### config.mk
export PLATFORM = sky130hd
export DESIGN_NAME = mcpu_prog_loader
export DESIGN_NICKNAME = d
export VERILOG_FILES = /design/src/rtl/mcpu_pkg.sv /design/src/rtl/mcpu_word_packer.sv /design/src/rtl/mcpu_prog_loader.sv
export SDC_FILE = /design/constraint.sdc
export NUM_CORES = 1
export LEC_CHECK = 0
export BUFFER_PORTS_ARGS = -buffer_cell sky130_fd_sc_hd__buf_2
export CAP_MARGIN = 25
export CORE_AREA = 4 4 82 84
export CTS_BUF_LIST = sky130_fd_sc_hd__clkbuf_8
export DETAILED_ROUTE_END_ITERATION = 12
export DIE_AREA = 0 0 86 88
export PLACE_DENSITY = 0.78
export SYNTH_ARGS = -nofsm -noshare
export SYNTH_HDL_FRONTEND = slang
export SYNTH_SLANG_ARGS = --single-unit
### constraint.sdc
create_clock -name clk -period 1.63 [get_ports clk]
set_input_delay 0.489 -clock clk [delete_from_list [all_inputs] [get_ports clk]]
set_output_delay 0.489 -clock clk [all_outputs]
set_load 0.05 [all_outputs]
### src/rtl/mcpu_pkg.sv
// Shared MCPU constants and program-loader state encodings.
package mcpu_pkg;

    localparam int WORD_SIZE      = 16;
    localparam int ADDR_SIZE      = 8;
    localparam int RAM_SIZE       = 2 ** ADDR_SIZE;
    localparam int BYTE_SIZE      = 8;
    localparam int BYTES_PER_WORD = WORD_SIZE / BYTE_SIZE;

    typedef enum logic [2:0] {
        LD_IDLE  = 3'd0,
        LD_LEN   = 3'd1,
        LD_DATA  = 3'd2,
        LD_WRITE = 3'd3,
        LD_CSUM  = 3'd4,
        LD_DONE  = 3'd5,
        LD_ERROR = 3'd6
    } ld_state_t;

endpackage

### src/rtl/mcpu_word_packer.sv
// Packs stream bytes MS-first into one instruction word; word_ready flags the
// byte that completes a word.
module mcpu_word_packer #(
    parameter int WORD_SIZE = mcpu_pkg::WORD_SIZE,
    parameter int BYTE_SIZE = mcpu_pkg::BYTE_SIZE
) (
    input  logic                 clk,
    input  logic                 reset,
    input  logic                 clear,
    input  logic                 shift_en,
    input  logic [BYTE_SIZE-1:0] byte_in,
    output logic [WORD_SIZE-1:0] word,
    output logic                 word_ready
);

    localparam int BPW = WORD_SIZE / BYTE_SIZE;
    localparam int CW  = (BPW > 1) ? $clog2(BPW) : 1;

    logic [CW-1:0]        cnt;
    logic [WORD_SIZE-1:0] shreg;

    assign word       = shreg;
    assign word_ready = shift_en && (cnt == CW'(BPW - 1));

    always_ff @(posedge clk or negedge reset) begin
        if (!reset) begin
            cnt   <= '0;
            shreg <= '0;
        end else if (clear) begin
            cnt   <= '0;
            shreg <= '0;
        end else if (shift_en) begin
            shreg <= (shreg << BYTE_SIZE) | WORD_SIZE'(byte_in);
            cnt   <= word_ready ? '0 : cnt + 1'b1;
        end
    end

endmodule

### src/rtl/mcpu_prog_loader.sv
// Boot loader: LEN / N words / CSUM byte stream into MCPU instruction RAM,
// releasing cpu_reset only after an XOR-checksum-clean load.
module mcpu_prog_loader #(
    parameter int WORD_SIZE = mcpu_pkg::WORD_SIZE,
    parameter int ADDR_SIZE = mcpu_pkg::ADDR_SIZE,
    parameter int BYTE_SIZE = mcpu_pkg::BYTE_SIZE
) (
    input  logic                 clk,
    input  logic                 reset,
    input  logic                 start,
    input  logic [BYTE_SIZE-1:0] in_data,
    input  logic                 in_valid,
    output logic                 in_ready,
    output logic                 ram_we,
    output logic [ADDR_SIZE-1:0] ram_addr,
    output logic [WORD_SIZE-1:0] ram_wdata,
    output logic                 cpu_reset,
    output logic                 done,
    output logic                 error
);

    import mcpu_pkg::*;

    // Word count is one bit wider so a full-RAM frame (N=0) reads as 2**ADDR_SIZE.
    localparam int WCW = ADDR_SIZE + 1;

    ld_state_t            state, state_n;
    logic [ADDR_SIZE-1:0] addr;
    logic [WCW-1:0]       wcnt, nwords, wcnt_inc;
    logic [BYTE_SIZE-1:0] csum;
    logic                 xfer, start_ok, shift_en, word_ready;
    logic [WORD_SIZE-1:0] word;

    assign in_ready  = (state == LD_LEN) || (state == LD_DATA) || (state == LD_CSUM);
    assign xfer      = in_valid && in_ready;
    assign start_ok  = start && ((state == LD_IDLE) || (state == LD_DONE) || (state == LD_ERROR));
    assign shift_en  = xfer && (state == LD_DATA);
    assign wcnt_inc  = wcnt + 1'b1;
    assign ram_we    = (state == LD_WRITE);
    assign ram_addr  = addr;
    assign ram_wdata = word;

    mcpu_word_packer #(
        .WORD_SIZE (WORD_SIZE),
        .BYTE_SIZE (BYTE_SIZE)
    ) u_packer (
        .clk        (clk),
        .reset      (reset),
        .clear      (start_ok),
        .shift_en   (shift_en),
        .byte_in    (in_data),
        .word       (word),
        .word_ready (word_ready)
    );

    always_ff @(posedge clk or negedge reset) begin
        if (!reset) state <= LD_IDLE;
        else        state <= state_n;
    end

    always_comb begin
        state_n = state;
        case (state)
            LD_IDLE, LD_DONE, LD_ERROR: if (start) state_n = LD_LEN;
            LD_LEN:   if (xfer) state_n = LD_DATA;
            LD_DATA:  if (word_ready) state_n = LD_WRITE;
            LD_WRITE: state_n = (wcnt_inc == nwords) ? LD_CSUM : LD_DATA;
            LD_CSUM:  if (xfer) state_n = (in_data == csum) ? LD_DONE : LD_ERROR;
            default:  state_n = LD_IDLE;
        endcase
    end

    always_ff @(posedge clk or negedge reset) begin
        if (!reset) begin
            addr      <= '0;
            wcnt      <= '0;
            nwords    <= '0;
            csum      <= '0;
            cpu_reset <= 1'b1;
            done      <= 1'b0;
            error     <= 1'b0;
        end else if (start_ok) begin
            addr      <= '0;
            wcnt      <= '0;
            csum      <= '0;
            cpu_reset <= 1'b1;
            done      <= 1'b0;
            error     <= 1'b0;
        end else begin
            case (state)
                LD_LEN: if (xfer) begin
                    nwords <= (in_data == '0) ? {1'b1, {ADDR_SIZE{1'b0}}} : WCW'(in_data);
                    csum   <= csum ^ in_data;
                end
                LD_DATA: if (xfer) csum <= csum ^ in_data;
                LD_WRITE: begin
                    // addr wraps to 0 after a full-RAM load; no write follows
                    addr <= addr + 1'b1;
                    wcnt <= wcnt_inc;
                end
                LD_CSUM: if (xfer) begin
                    if (in_data == csum) begin
                        done      <= 1'b1;
                        cpu_reset <= 1'b0;
                    end else begin
                        error     <= 1'b1;
                    end
                end
                default: ;
            endcase
        end
    end

endmodule

==> results.json, run 1 <==
{
  "worst_hold_path_type": "input port to asynchronous set/reset pin",
  "layout-drive-gt1-share_pct": 49.0,
  "cp-end-kind": "primary output",
  "tritoncts": "done",
  "timing.clock.skew_ps": 11.4,
  "die-area_um2": 7570,
  "post_cts_hold_fix_bufs": 0,
  "achievable-frequency_mhz": 524,
  "layout.cell_area.non_filler_um2": 4320,
  "max_cap_violations": 0,
  "synth.avg_cell_area_um2": 9.58,
  "antenna-diode-count": 0,
  "dp.final_hpwl_um": 4910,
  "initial_antenna_violation_count": 0,
  "initial_core_util_pct": 49.4,
  "grt_pass1_vias": 2775,
  "setup.worst_path.start": "state[2]",
  "critPathCapture": "in_ready",
  "run_status": "finished, violations left",
  "tightest_slew_ps": 338,
  "track_usage_pct": 23.2,
  "drtIter0Drc": 228,
  "synth.lib_cells_used.distinct": 46,
  "routed_via_count": 2871,
  "cts-root-buf": "sky130_fd_sc_hd__clkbuf_8",
  "vdd_ir_drop_max_mv": 1.26,
  "violations": "setup timing",
  "syn_inst": 305,
  "route.detailed.drc": 0,
  "ys_warn_count": 0,
  "startpoint_type": "register",
  "tritoncts.num_buffers": 9,
  "placed_cell_area_um2": 3500,
  "placement.io_buffers": 40,
  "clkTransAtPathRegs_ps": 70,
  "slew-limit-headroom_pct": 77.3,
  "overall_overflow_remaining_after_global_route": 0,
  "critPathMaxFanout": 3,
  "largest_net_degree_at_the_start_of_global_routing": 58,
  "wl_per_cell_um": 19.3,
  "global_route_wire_length_before_repair_um": 13600,
  "setup_violations_final": 41,
  "gpl.final_weighted_congestion": 0.900,
  "synth-main-ff-cell": "sky130_fd_sc_hd__dfrtp_1",
  "p_total_uw": 7910,
  "placeable_core_area_um2": 5920,
  "critical-path-slowest-cell": "sky130_fd_sc_hd__dfrtp_1",
  "timing.rr.end": "u_packer.word[12]",
  "hold_violations": 0,
  "drt-total-wl_um": 9460,
  "synth.top_cells.by_area": "sky130_fd_sc_hd__dfrtp_1 48%, sky130_fd_sc_hd__nand2_1 7.3%, sky130_fd_sc_hd__xor2_1 7.2%, sky130_fd_sc_hd__a21oi_1 4.1%, sky130_fd_sc_hd__mux2_2 3.9%",
  "clock_tree.buffer_depth": 2,
  "synth.yosys.seq_area_share_pct": 48.8,
  "yosys.area.top_type_share_pct": 47.9,
  "slowest_delay_ps": 430,
  "finish.net_count": 424,
  "utilization_pct": 73.0,
  "clock_insertion_delay_worst_skew_ps": 350,
  "finalCriticalPeriod_ps": 1910,
  "setup_total_negative_slack_ps": -5710,
  "layout.filler_cells": 356,
  "timing.critical_path.arrival_ps": 1420,
  "yosys.area.top_type": "sky130_fd_sc_hd__dfrtp_1",
  "area_growth_syn_to_layout_pct": 47.9,
  "drtPass1Iterations": 5,
  "ys_top_cells_by_count": "57 x sky130_fd_sc_hd__nand2_1, 56 x sky130_fd_sc_hd__dfrtp_1, 24 x sky130_fd_sc_hd__a21oi_1, 24 x sky130_fd_sc_hd__xor2_1, 23 x sky130_fd_sc_hd__nor2_1",
  "synth_enable_flop_cells": 0,
  "synth-seq-cells": 57,
  "detail_route.vias_per_cell": 5.87,
  "postLayoutSetupSlackWorst_ps": -279,
  "synth.cell_area_um2": 2920,
  "dp_slack_ps": -127,
  "floorplan.die.height_um": 88,
  "worstPathCellList": "buf_4, mux2_2, buf_6",
  "rsz0062_at_grt": "true",
  "number_of_cells_on_the_worst_reg_to_reg_path": 9,
  "clock_sinks": 57,
  "syn_nets": 319,
  "die_width_um": 86,
  "io-pin-count": 41,
  "criticalPathCategory": "register to primary output",
  "synthArstFlopShare_pct": 100,
  "detail-route-antenna-nets": 0,
  "post-synth-top-count-cell": "sky130_fd_sc_hd__nand2_1",
  "rrSetupSlack_ps": -240,
  "critPathRequiredTime_ps": 1140,
  "power.density_nw_per_um2": 1830,
  "period_share_pct": 117,
  "final-max-slew-violation-count": 0,
  "critical_path.reg2reg.startpoint": "state[0]",
  "max_h_tree_level": 3,
  "leakage_uw": 0.00205,
  "rows": 28
}
-- worst min path at each step --
stage | cells past startpoint | startpoint | endpoint | slack (ps)
final | 2 | reset | wcnt[7] | 110
after global routing | 2 | reset | wcnt[4] | 150
after CTS | 2 | reset | u_packer.word[12] | 150
after detailed placement | 2 | cpu_reset | cpu_reset | 470
after global placement | 2 | cpu_reset | cpu_reset | 460
after floorplan | 0 | reset | csum[0] | 190
-- sequential cells by signal, indices dropped and copies added, names as in the netlist, 3 cells and up --
signal / cells
ram_addr: 8
csum: 8
nwords: 9
state: 3
u_packer.word: 16
wcnt: 9
-- cell families (layout without fill, tap and decap cells) --
family | count (synthesis) | after routing | share of synthesized area (%)
buffers and inverters | 24 | 133 | 4.11
xor gates and xnor gates | 34 | 34 | 10.8
DFF | 57 | 57 | 48.8
and+or+nand+nor | 119 | 119 | 19.2
muxes | 11 | 11 | 4.20
adders and majority gates | 2 | 2 | 0.856
AOI/OAI and AO/OA | 58 | 58 | 12.0
-- cell type report --
type	count	area (um^2)	share of cell area (%)
multi-input cells	224	1740	40.3
repair buffers	113	848	19.6
clock buffers	9	124	2.87
inverters	5	21.3	0.492
clock inverters	6	58.8	1.36
well taps	75	93.8	2.17
flip-flops and latches	57	1440	33.2
-- per-layer routing --
metal  share of wire [%]  vias to the layer above  global-route usage (%)
li1                    -                     1255                       -
met1                  37                     1417                    27.6
met2                  52                      154                    38.8
met3                 6.3                       45                    5.08
met4                 4.7                        0                    13.4
met5                   0                        -                       0
-- repair_timing --
item	in CTS	in global routing
endpoints found under the hold margin	0	0
cloned	1	1
gates resized for setup	48	62
buffers inserted	13	14
endpoints found under the setup margin	20	51
pin swaps	10	20
-- per-stage QoR --
step           instances  hold slack, ps
2_1_floorplan        305             193
3_3_place_gp         447             460
3_5_place_dp         447             467
4_1_cts              476             151
5_1_grt              489             146
6_report             489             115
-- where the power goes --
group | internal [uW] | switching (uW)
clock network | 690 | 597
registers | 1860 | 452
logic | 1830 | 2480
-- worst max-delay path, delay by kind of cell (launching register included) --
family / cells / cell delay, ps
DFF: 1 / 430
muxes: 1 / 330
buffers and inverters: 2 / 300
-- cell usage in the layout (no fill, tap or decap), types with 2 or more instances in the layout --
| cell | count |
|---|---|
| sky130_fd_sc_hd__a21oi_1 | 8 |
| sky130_fd_sc_hd__a21oi_2 | 16 |
| sky130_fd_sc_hd__and3_1 | 2 |
| sky130_fd_sc_hd__and3_4 | 3 |
| sky130_fd_sc_hd__buf_12 | 2 |
| sky130_fd_sc_hd__buf_2 | 37 |
| sky130_fd_sc_hd__buf_4 | 59 |
| sky130_fd_sc_hd__buf_6 | 10 |
| sky130_fd_sc_hd__buf_8 | 4 |
| sky130_fd_sc_hd__clkbuf_8 | 9 |
| sky130_fd_sc_hd__clkinv_2 | 4 |
| sky130_fd_sc_hd__dfrtp_1 | 50 |
| sky130_fd_sc_hd__dfrtp_2 | 6 |
| sky130_fd_sc_hd__inv_1 | 4 |
| sky130_fd_sc_hd__mux2_2 | 3 |
| sky130_fd_sc_hd__mux2_4 | 7 |
| sky130_fd_sc_hd__nand2_1 | 52 |
| sky130_fd_sc_hd__nand2_2 | 5 |
| sky130_fd_sc_hd__nand3_1 | 4 |
| sky130_fd_sc_hd__nand3_2 | 3 |
| sky130_fd_sc_hd__nand3b_1 | 2 |
| sky130_fd_sc_hd__nand4_1 | 3 |
| sky130_fd_sc_hd__nand4bb_1 | 2 |
| sky130_fd_sc_hd__nor2_1 | 22 |
| sky130_fd_sc_hd__nor2b_1 | 2 |
| sky130_fd_sc_hd__nor3_2 | 2 |
| sky130_fd_sc_hd__nor3_4 | 3 |
| sky130_fd_sc_hd__nor3b_2 | 2 |
| sky130_fd_sc_hd__nor4_1 | 3 |
| sky130_fd_sc_hd__nor4bb_4 | 2 |
| sky130_fd_sc_hd__o21ai_0 | 6 |
| sky130_fd_sc_hd__o21ai_1 | 7 |
| sky130_fd_sc_hd__o21ai_2 | 2 |
| sky130_fd_sc_hd__o41ai_1 | 2 |
| sky130_fd_sc_hd__xnor2_1 | 8 |
| sky130_fd_sc_hd__xor2_1 | 23 |
No activity file was read; power rests on OpenSTA's default activity.
==> run 2, diff against run 1 <==
--- a/config.mk
+++ b/config.mk
@@ -5,6 +5,7 @@
 export SDC_FILE = /design/constraint.sdc
 export NUM_CORES = 1
 export LEC_CHECK = 0
+export ABC_AREA = 1
 export BUFFER_PORTS_ARGS = -buffer_cell sky130_fd_sc_hd__buf_2
 export CAP_MARGIN = 25
 export CORE_AREA = 4 4 82 84
==> constraint.sdc (replaced) <==
create_clock -name clk -period 1.63 [get_ports clk]
set_input_delay 0.0815 -clock clk [delete_from_list [all_inputs] [get_ports clk]]
set_output_delay 0.0815 -clock clk [all_outputs]
set_load 0.05 [all_outputs]
==> results.json, run 2 <==
{
  "run_status": "finished, violations left",
  "violations": "setup timing",
  "slew-limit-headroom_pct": 65.7,
  "finish.net_count": 415,
  "rsz0062_at_grt": "true",
  "placement.io_buffers": 40,
  "placeable_core_area_um2": 5920,
  "timing.clock.skew_ps": 5.92,
  "sequential_cell_area_um2": 1430,
  "path_common_cell": "sky130_fd_sc_hd__nand2_1",
  "route.detailed.drc": 0,
  "cp-end-kind": "register",
  "yosys.area.top_type_share_pct": 47.9,
  "finalCriticalPeriod_ps": 1680,
  "synth.avg_cell_area_um2": 8.63,
  "largest_net_degree_at_the_start_of_global_routing": 22,
  "period_share_pct": 103,
  "final_common_cell": "sky130_fd_sc_hd__nand2_1",
  "tritoncts": "done",
  "tritoncts.num_buffers": 9,
  "cp.buffers_inverters": 1,
  "critPathRequiredTime_ps": 1870,
  "clock_insertion_delay_worst_skew_ps": 350,
  "leakage_uw": 0.00189,
  "critical-path-slowest-cell": "sky130_fd_sc_hd__dfrtp_1",
  "critical_path.top_delay_family": "simple AND/OR/NAND/NOR gates",
  "layout.filler_cells": 457,
  "dp.final_hpwl_um": 5050,
  "ys_warn_count": 0,
  "post-synth-top-count-cell": "sky130_fd_sc_hd__nand2_1",
  "synth.top_cells.by_area": "sky130_fd_sc_hd__dfrtp_1 48%, sky130_fd_sc_hd__nand2_1 9.8%, sky130_fd_sc_hd__inv_1 6.9%, sky130_fd_sc_hd__nand3_1 4.6%, sky130_fd_sc_hd__o21ai_0 2.9%",
  "detail-route-antenna-nets": 0,
  "tightest_slew_ps": 515,
  "slowest_delay_ps": 420,
  "final-max-slew-violation-count": 0,
  "layout-drive-gt1-share_pct": 33.0,
  "max_h_tree_level": 3,
  "p_total_uw": 6920,
  "routed_via_count": 2566,
  "synth.cell_area_um2": 2930,
  "wl_per_cell_um": 14.9,
  "achievable-frequency_mhz": 594,
  "initial_core_util_pct": 49.4,
  "synth_enable_flop_cells": 0,
  "postLayoutSetupSlackWorst_ps": -53.8,
  "vdd_ir_drop_max_mv": 1.27,
  "global_route_wire_length_before_repair_um": 11600,
  "ys_top_cells_by_count": "76 x sky130_fd_sc_hd__nand2_1, 56 x sky130_fd_sc_hd__dfrtp_1, 54 x sky130_fd_sc_hd__inv_1",
  "highest_count_cells_in_the_layout_ignoring_fill_and_taps": "65 x sky130_fd_sc_hd__nand2_1, 53 x sky130_fd_sc_hd__dfrtp_1, 49 x sky130_fd_sc_hd__inv_1, 39 x sky130_fd_sc_hd__buf_2, 19 x sky130_fd_sc_hd__nand3_1",
  "floorplan.die.height_um": 88,
  "yosys.area.top_type": "sky130_fd_sc_hd__dfrtp_1",
  "multi_input_comb_area_um2": 1360,
  "drtIter0Drc": 200,
  "cts-root-buf": "sky130_fd_sc_hd__clkbuf_8",
  "track_usage_pct": 19.6,
  "die_width_um": 86,
  "max_cap_violations": 0,
  "area_growth_syn_to_layout_pct": 25.4,
  "criticalPathCategory": "register to register",
  "synth-main-ff-cell": "sky130_fd_sc_hd__dfrtp_1",
  "placed_cell_area_um2": 3300,
  "hold_violations": 0,
  "syn_nets": 353,
  "layoutNonFillerInstCount": 481,
  "worstPathCellList": "buf_6, nand2_1, nor2_4, nand2_2, xor2_1, nand2_1, nand2_2, nand3_1, nand2_1, nand2_1, nand2_1, nand2_1",
  "max_ffs_per_register": 16,
  "layout.cell_area.non_filler_um2": 3670,
  "clkTransAtPathRegs_ps": 70,
  "overall_overflow_remaining_after_global_route": 0,
  "synth.yosys.seq_area_share_pct": 48.8,
  "synthArstFlopShare_pct": 100,
  "die-area_um2": 7570,
  "grt_pass1_vias": 2440,
  "power.density_nw_per_um2": 1890,
  "rows": 28,
  "initial_antenna_violation_count": 0,
  "antenna-diode-count": 0,
  "gpl.final_weighted_congestion": 0.871,
  "synth-seq-cells": 57,
  "detail_route.vias_per_cell": 5.33,
  "setup_violations_final": 1,
  "dp.cells": 462,
  "timing.critical_path.arrival_ps": 1920,
  "syn_inst": 339,
  "drt-total-wl_um": 7150,
  "clock_sinks": 57,
  "setup_total_negative_slack_ps": -53.8,
  "worst_hold_path_type": "input port to register",
  "timing.hold.ws_ps": 11.8,
  "critPathMaxFanout": 4,
  "clock_tree.buffer_depth": 2,
  "startpoint_type": "register",
  "io-pin-count": 41,
  "drtPass1Iterations": 4,
  "synth.lib_cells_used.distinct": 38
}
[run 2: per-stage QoR]
stage / setup slack [ps] / util [%]
after floorplan: 27.8 / -
after CTS: -6.40 / 59.4
after global routing: -168 / 61.9
final: -53.8 / 61.9
after global placement: 22.9 / 55.7
after detailed placement: -50.4 / 55.7
[run 2: kinds of logic (layout without fill, tap and decap cells)]
kind of cell,count (synthesis),after routing,synth area share (%)
buffers and inverters,66,133,9.24
adder cells (fa/ha/maj),2,2,0.855
AO/OA/AOI/OAI,60,60,13.9
flip-flops,57,57,48.8
XOR/XNOR,12,12,3.59
AND/OR/NAND/NOR,142,142,23.6
[run 2: layout make-up]
| type | count | share of cell area [%] |
|---|---|---|
| multi-input combinational | 216 | 37.1 |
| clock inverter | 6 | 1.60 |
| sequential | 57 | 39.0 |
| timing repair buffer | 58 | 9.93 |
| clock buffer | 10 | 3.75 |
| inverter | 59 | 6.04 |
| tap | 75 | 2.56 |
[run 2: final timing paths]
| check | start | endpoint | slack (ps) | depth (start not counted) |
|---|---|---|---|---|
| worst max-delay path | wcnt[1] | state[1] | -50 | 12 |
| worst min-delay path | in_data[4] | nwords[8] | 10 | 2 |
| worst max register to register | wcnt[1] | state[1] | -50 | 12 |
| worst min register to register | cpu_reset | cpu_reset | 470 | 2 |
| max in group asynchronous | reset | nwords[1] | 750 | 3 |
| min in group asynchronous | reset | ram_addr[2] | 240 | 2 |
[run 2: power by group]
group,switching (uW),total (uW),internal (uW),leakage (uW)
Clock,584,1320,735,0.0000995
Combinational,2250,3370,1120,0.00104
Sequential,384,2230,1850,0.000754
[run 2: per-layer routing]
layer  wire length (um)  share of wire [%]  up-vias  track usage (%)
met5                  0                  0        -                0
met1               3080                 43     1250             25.0
li1                   -                  -     1230                -
met2               3550                 50       70             32.0
met4                156                2.2        0             8.92
met3                369                5.2       16             4.23
[run 2: repair_timing]
action | in CTS | in global routing
endpoints found under the hold margin | 18 | 0
cloned | 0 | 0
gates resized for setup | 3 | 42
hold buffers | 1 | 0
setup buffers | 0 | 2
endpoints found under the setup margin | 2 | 19
pin swaps | 4 | 23
